`src/rtl/aimc_lib.sv`:
```
// Shared constants for the broadcast response collector.
package aimc_lib;

  localparam int unsigned RP_SHIFT_SIZE     = 8;
  localparam int unsigned RP_SHIFT_NUM      = 4;
  localparam int unsigned BCAST_PIPE_LENGTH = 2;
  localparam int unsigned CH_NUM            = 4;

endpackage : aimc_lib

```
`src/rtl/resp_ptr_skip_first_zero_enc.sv`:
```
// Lowest-zero finder over a segment, ignoring bits below a start index.
module first_zero_enc
  import aimc_lib::*;
#(
  parameter int unsigned SIZE  = RP_SHIFT_SIZE,
  parameter int unsigned PTR_W = $clog2(SIZE)
) (
  input  logic [SIZE-1:0]  arr,
  input  logic [PTR_W-1:0] start,
  output logic             found_c,
  output logic [PTR_W-1:0] idx_c
);

  logic [SIZE-1:0] cand;

  // A slot is a candidate when it is free and at or above the start index.
  always_comb begin
    cand = '0;
    for (int i = 0; i < int'(SIZE); i++) begin
      cand[i] = !arr[i] && (PTR_W'(i) >= start);
    end
  end

  // Scan downwards so the lowest candidate is the last one written.
  always_comb begin
    found_c = 1'b0;
    idx_c   = '0;
    for (int i = int'(SIZE) - 1; i >= 0; i--) begin
      if (cand[i]) begin
        found_c = 1'b1;
        idx_c   = PTR_W'(i);
      end
    end
  end

endmodule : first_zero_enc

```
`src/rtl/resp_ptr_skip.sv`:
```
// Per-segment push-pointer skipper: first free slot at or after resp_push_cnt.
// Define RESP_PTR_SKIP_OREG_EN to register the outputs (1-cycle latency).
module resp_ptr_skip
  import aimc_lib::*;
#(
  parameter int unsigned SIZE  = RP_SHIFT_SIZE,
  parameter int unsigned PTR_W = $clog2(SIZE)
) (
  input  logic             clk,
  input  logic             rst,
  input  logic [SIZE-1:0]  resp_array,
  input  logic [PTR_W-1:0] resp_push_cnt,
  output logic [PTR_W-1:0] resp_push_ptr,
  output logic             carry_out
);

  logic             found;
  logic [PTR_W-1:0] idx;
  logic [PTR_W-1:0] ptr_d;
  logic             carry_d;

  first_zero_enc #(
    .SIZE  (SIZE),
    .PTR_W (PTR_W)
  ) u_enc (
    .arr     (resp_array),
    .start   (resp_push_cnt),
    .found_c (found),
    .idx_c   (idx)
  );

  // Pointer reads 0 whenever the segment is exhausted.
  always_comb begin
    ptr_d   = '0;
    carry_d = !found;
    if (found) begin
      ptr_d = idx;
    end
  end

`ifdef RESP_PTR_SKIP_OREG_EN
  logic [PTR_W-1:0] ptr_q;
  logic             carry_q;

  always_ff @(posedge clk) begin
    if (rst) begin
      ptr_q   <= '0;
      carry_q <= 1'b0;
    end else begin
      ptr_q   <= ptr_d;
      carry_q <= carry_d;
    end
  end

  assign resp_push_ptr = ptr_q;
  assign carry_out     = carry_q;
`else
  // Zero-latency path for the parent's single-cycle push loop; clk/rst idle.
  logic unused_ok;
  assign unused_ok = &{1'b0, clk, rst};

  assign resp_push_ptr = ptr_d;
  assign carry_out     = carry_d;
`endif

endmodule : resp_ptr_skip

```
`config.mk`:
```
export PLATFORM = sky130hd
export DESIGN_NAME = resp_ptr_skip
export DESIGN_NICKNAME = d
export VERILOG_FILES = /design/src/rtl/aimc_lib.sv /design/src/rtl/resp_ptr_skip_first_zero_enc.sv /design/src/rtl/resp_ptr_skip.sv
export SDC_FILE = /design/constraint.sdc
export NUM_CORES = 1
export LEC_CHECK = 0
export BUFFER_PORTS_ARGS = -buffer_cell sky130_fd_sc_hd__buf_2
export CORE_AREA = 2 2 39 41
export DETAILED_ROUTE_END_ITERATION = 6
export DIE_AREA = 0 0 41 43
export PLACE_DENSITY_LB_ADDON = 0.08
export SYNTH_ARGS = -nofsm -noshare
export SYNTH_HDL_FRONTEND = slang
export SYNTH_HIERARCHICAL = 1
export SYNTH_SLANG_ARGS = --single-unit
```
`constraint.sdc`:
```
create_clock -name vclk -period 1.05
set_clock_uncertainty 0.15 [all_clocks]
set_input_delay 0.0525 -clock vclk [all_inputs]
set_output_delay 0.0525 -clock vclk [all_outputs]
set_load 0.02 [all_outputs]
```
**After elaboration in Yosys (flattened, before gate mapping)**

Index checks and enable logic that the tools add are counted.

- Reduce and logical (&&, ||, !) cells: 17
- Muxes and demuxes: 17
- $lt $le $gt $ge: 8

Operator list:

| operator | count |
|---|---|
| 3-bit 2-to-1 mux | 9 |
| 3-bit >= comparator, first input constant | 4 |
| 1-bit zero test | 9 |
| 1-bit logical AND | 8 |
| 1-bit 2-to-1 mux | 8 |
| 1-bit by 3-bit >= comparator with 1-bit output, first input constant | 2 |
| 2-bit by 3-bit >= comparator with 1-bit output, first input constant | 2 |

- Register bits after elaboration: 0
- Word-level logic and storage cells: 42
- Input bits: 13
- Output and inout bits: 4

**Depth between registers and ports, before layout**

- Depth after elaboration: 11
- Depth in mapped cells: 6
- Gate-level depth less buffers: 5

**Modules after synthesis**

Netlist, hierarchy kept.

By module, submodules not included:

| module | sequential area each (um2) | cells each | area each (um2) | instances |
|---|---|---|---|---|
| first_zero_enc | 0.0 | 29 | 205.2 | 1 |
| resp_ptr_skip | 0.0 | 4 | 22.5 | 1 |

**Worst setup path after synthesis**

OpenSTA, ideal clock, no wires.

- Path kind: input -> output
- Start point: input port resp_push_cnt[0]
- End point: output port resp_push_ptr[2]
- Setup slack: -0.080 ns
- Stages: 6
- Arrival time: 0.928 ns
- Data required time: 0.847 ns
- Buffers on the path: 1
- Cell sequence: buf_6 > a21o_1 > a22o_1 > nor2b_4 > nor3_2 > and2_1

- Cells in the longest elaborated chain, start to end: 11
- Elaborated cells on any way between the ends: 33
- Classes of those cells: 8 x order compare; 17 x mux; 8 x reduce/logical

Ends and longest elaborated chain:

| element | RTL line | source |
|---|---|---|
| start, declared | resp_ptr_skip.sv:12 | `input logic [PTR_W-1:0] resp_push_cnt,` |
| 3-bit >= comparator | resp_ptr_skip_first_zero_enc.sv:20 | `cand[i] = !arr[i] && (PTR_W'(i) >= start);` |
| 1-bit logical AND | resp_ptr_skip_first_zero_enc.sv:20 |  |
| 3-bit 2-to-1 mux (7 in a row) | resp_ptr_skip_first_zero_enc.sv:29 | `if (cand[i]) begin` |
| 3-bit 2-to-1 mux (*) | resp_ptr_skip_first_zero_enc.sv:29 |  |
| net idx[2] | resp_ptr_skip.sv:18 | `logic [PTR_W-1:0] idx;` |
| 3-bit 2-to-1 mux (*) | resp_ptr_skip.sv:36 | `if (found) begin` |
| end, declared | resp_ptr_skip.sv:13 | `output logic [PTR_W-1:0] resp_push_ptr,` |

Mark *: on every way through the listed nets, which the timed path passes. The rest lies on a longest branch.

**Final worst setup path**

- Start point: input port resp_array[5]
- End point: output port resp_push_ptr[2]

- Cells in the longest elaborated chain, start to end: 9
- Elaborated cells on any way between the ends: 15
- Classes of those cells: 13 x mux; 2 x reduce/logical

Ends and longest elaborated chain:

| element | RTL line | source |
|---|---|---|
| start, declared | resp_ptr_skip.sv:11 | `input logic [SIZE-1:0] resp_array,` |
| 1-bit zero test | resp_ptr_skip_first_zero_enc.sv:20 |  |
| 1-bit logical AND | resp_ptr_skip_first_zero_enc.sv:20 |  |
| 3-bit 2-to-1 mux (6 in a row) | resp_ptr_skip_first_zero_enc.sv:29 |  |
| net idx[2] | resp_ptr_skip.sv:18 |  |
| 3-bit 2-to-1 mux | resp_ptr_skip.sv:36 |  |

The timed path passes the listed nets, and every way through them passes these cells.

==> results.py <==
metrics = {
    "synthesis": {
        "synthMuxAreaShare": 0.0440,
        "ys_types": 20,
        "yosys.area_share.simple": 0.390,
        "synth_top_family_by_area": "compound AO/OA/AOI/OAI gates",
        "synth_area_um2": 228,
        "synth-compound-area-share": 0.434,
        "syn_nets": 46,
        "yosys.area_share.xor_xnor": 0,
        "avgSynthCellArea_um2": 6.90,
        "yosys.area.top_type_share": 0.110,
        "seq_area_frac_synth": 0,
        "yosys_warnings": 6,
        "syn_inst": 33,
        "synth_area_leaders": "and2_1, buf_6, nor2_1",
        "synthAdderAreaFrac": 0,
        "yosys.area.top_type": "and2_1",
    },
    "routing": {
        "firstDrtPassIters": 1,
        "wl_per_cell_um": 9.99,
        "drtIter0Drc": 0,
        "routed_wl_um": 689,
        "drc_errors": 0,
        "viasPerCell": 4.49,
        "detail-route-antenna-nets": 0,
        "vias": 310,
    },
    "floorplanning": {
        "ios": 17,
        "initial_core_util": 0.165,
        "coreArea_mm2": 0.00138,
        "die_area_mm2": 0.00176,
        "die_width_um": 41,
        "die_y_um": 43,
        "rows": 14,
    },
    "critical_path": {
        "crit_chain": "buf_6 > a21o_1 > a22o_1 > nor2b_4 > nor3_2 > and2_4 > buf_6",
        "cpMostUsedCell": "buf_6",
        "critPathArrivalTime_ps": 1010,
        "worstSetupStartpointType": "primary input",
        "required_ps": 850,
        "cp_max_fo": 3,
        "slowest_stage": "a22o_1",
        "critPathMaxStageDelay_ps": 200,
        "crit_type": "in -> out",
        "critPathCaptureType": "output port",
    },
    "global_routing": {
        "grt_max_degree": 9,
        "antenna_found_initial": 0,
        "track_usage": 0.102,
        "grt_pass1_vias": 325,
        "grt_pass1_wl_um": 1360,
        "grt-ovfl-total": 0,
    },
    "timing": {
        "max_freq_mhz": 822,
        "worst_pin_slew_ps": 168,
        "timing.hold.ws_ps": 348,
        "finalSetupViolCount": 4,
        "finalCritPeriodShare": 1.16,
        "slew_headroom": 0.885,
        "period_minus_slack_ps": 1220,
        "final_max_slew_viol_count": 0,
        "worst_slack_ps": -166,
        "setup_tns_ps": -489,
        "hold_viol_final": 0,
        "rsz0062_at_grt": "yes",
    },
    "layout": {
        "nClkBuffers": 0,
        "fillCellCount": 167,
        "drive_above_1_share": 0.660,
        "area_delta_synth_final_pct": 93.4,
        "num-nets-final": 68,
        "seqCellArea_um2": 0,
        "design.seq.count": 0,
        "insertedDiodeCount": 0,
    },
    "placed_design": {
        "hpwlAfterDp_um": 547,
        "gp_congestion": 0.701,
        "portBuffers": 15,
    },
    "power_and_ir_drop": {
        "p_leak_nw": 0.215,
        "total_power_mw": 0.230,
        "irDropWorstVdd_mv": 0.159,
        "power_density_mw_per_mm2": 523,
    },
    "flow_run": {
        "max-cap-violations": 0,
    },
    "min_path": {
        "worst_hold_path_type": "in -> out",
    },
    "run_status": {
        "violations": "setup timing",
        "status": "finished with violations",
    },
}
final cells by class:
type / instances / area (um2) / area share
Inverter: 2 / 7.51 / 0.0170
Timing Repair Buffer: 22 / 181 / 0.412
Tap cell: 16 / 20.0 / 0.0455
Multi-Input combinational cell: 29 / 231 / 0.526
critical path, delay by kind of cell:
kind / cells / cell delay, ps
AOI/OAI and AO/OA: 2 / 360
and+or+nand+nor: 3 / 410
buffers and inverters: 2 / 190
synthesized netlist by cell type:
cell / n
nor3_2: 1
mux2i_1: 1
o21a_1: 1
and3_2: 1
o32ai_1: 1
a21o_1: 2
o21ai_2: 1
nor2_1: 5
o22ai_1: 2
a21oi_2: 1
and4b_1: 1
o22a_1: 1
inv_1: 2
nand2_1: 1
nor2b_4: 1
o21ai_0: 2
a21oi_1: 2
a22o_1: 1
and2_1: 4
buf_6: 2
final timing paths:
check	startpoint	to	slack, ps	depth (start not counted)
hold / removal	resp_array[1]	resp_push_ptr[0]	350	4
setup / recovery	resp_array[5]	resp_push_ptr[2]	-170	7
report_power, final:
group | internal, mW | switching [mW]
registers | 0 | 0
logic | 0.133 | 0.0972
clock network | 0 | 0
total | 0.133 | 0.0972
layer usage:
layer	wire length, um	vias up	GRT usage
met5	0	-	0
met4	0	0	0
met3	10	0	0
met2	409	5	0.184
met1	269	145	0.136
li1	-	160	-
placed cells by master (no fill, tap or decap), types with 2 or more instances in the layout:
master / instances
a21o_1: 2
buf_2: 7
and2_4: 4
o21ai_0: 2
nor2_1: 4
buf_4: 7
a21oi_1: 2
o22ai_1: 2
buf_6: 7
stage by stage:
| stage | worst slack (ps) | area, um2 | util | instances |
|---|---|---|---|---|
| 2_1_floorplan | -32.3 | 253 | - | 33 |
| 3_3_place_gp | -245 | 367 | 0.265 | 68 |
| 3_5_place_dp | -253 | 367 | 0.265 | 68 |
| 4_1_cts | -170 | 440 | 0.318 | 69 |
| 5_1_grt | -244 | 440 | 0.318 | 69 |
| 6_report | -166 | 440 | 0.318 | 69 |
cells by family after synthesis:
logic type,Yosys count
compound gates,14
buf+inv,4
mux,1
simple gates,14
what timing repair did:
item / CTS / global route
pin swaps: 5 / 2
resized for setup: 20 / 0
hold buffers: 0 / 0
setup buffers: 1 / 0
setup endpoints to repair: 4 / 4
Power figures use the tool's default switching activity.
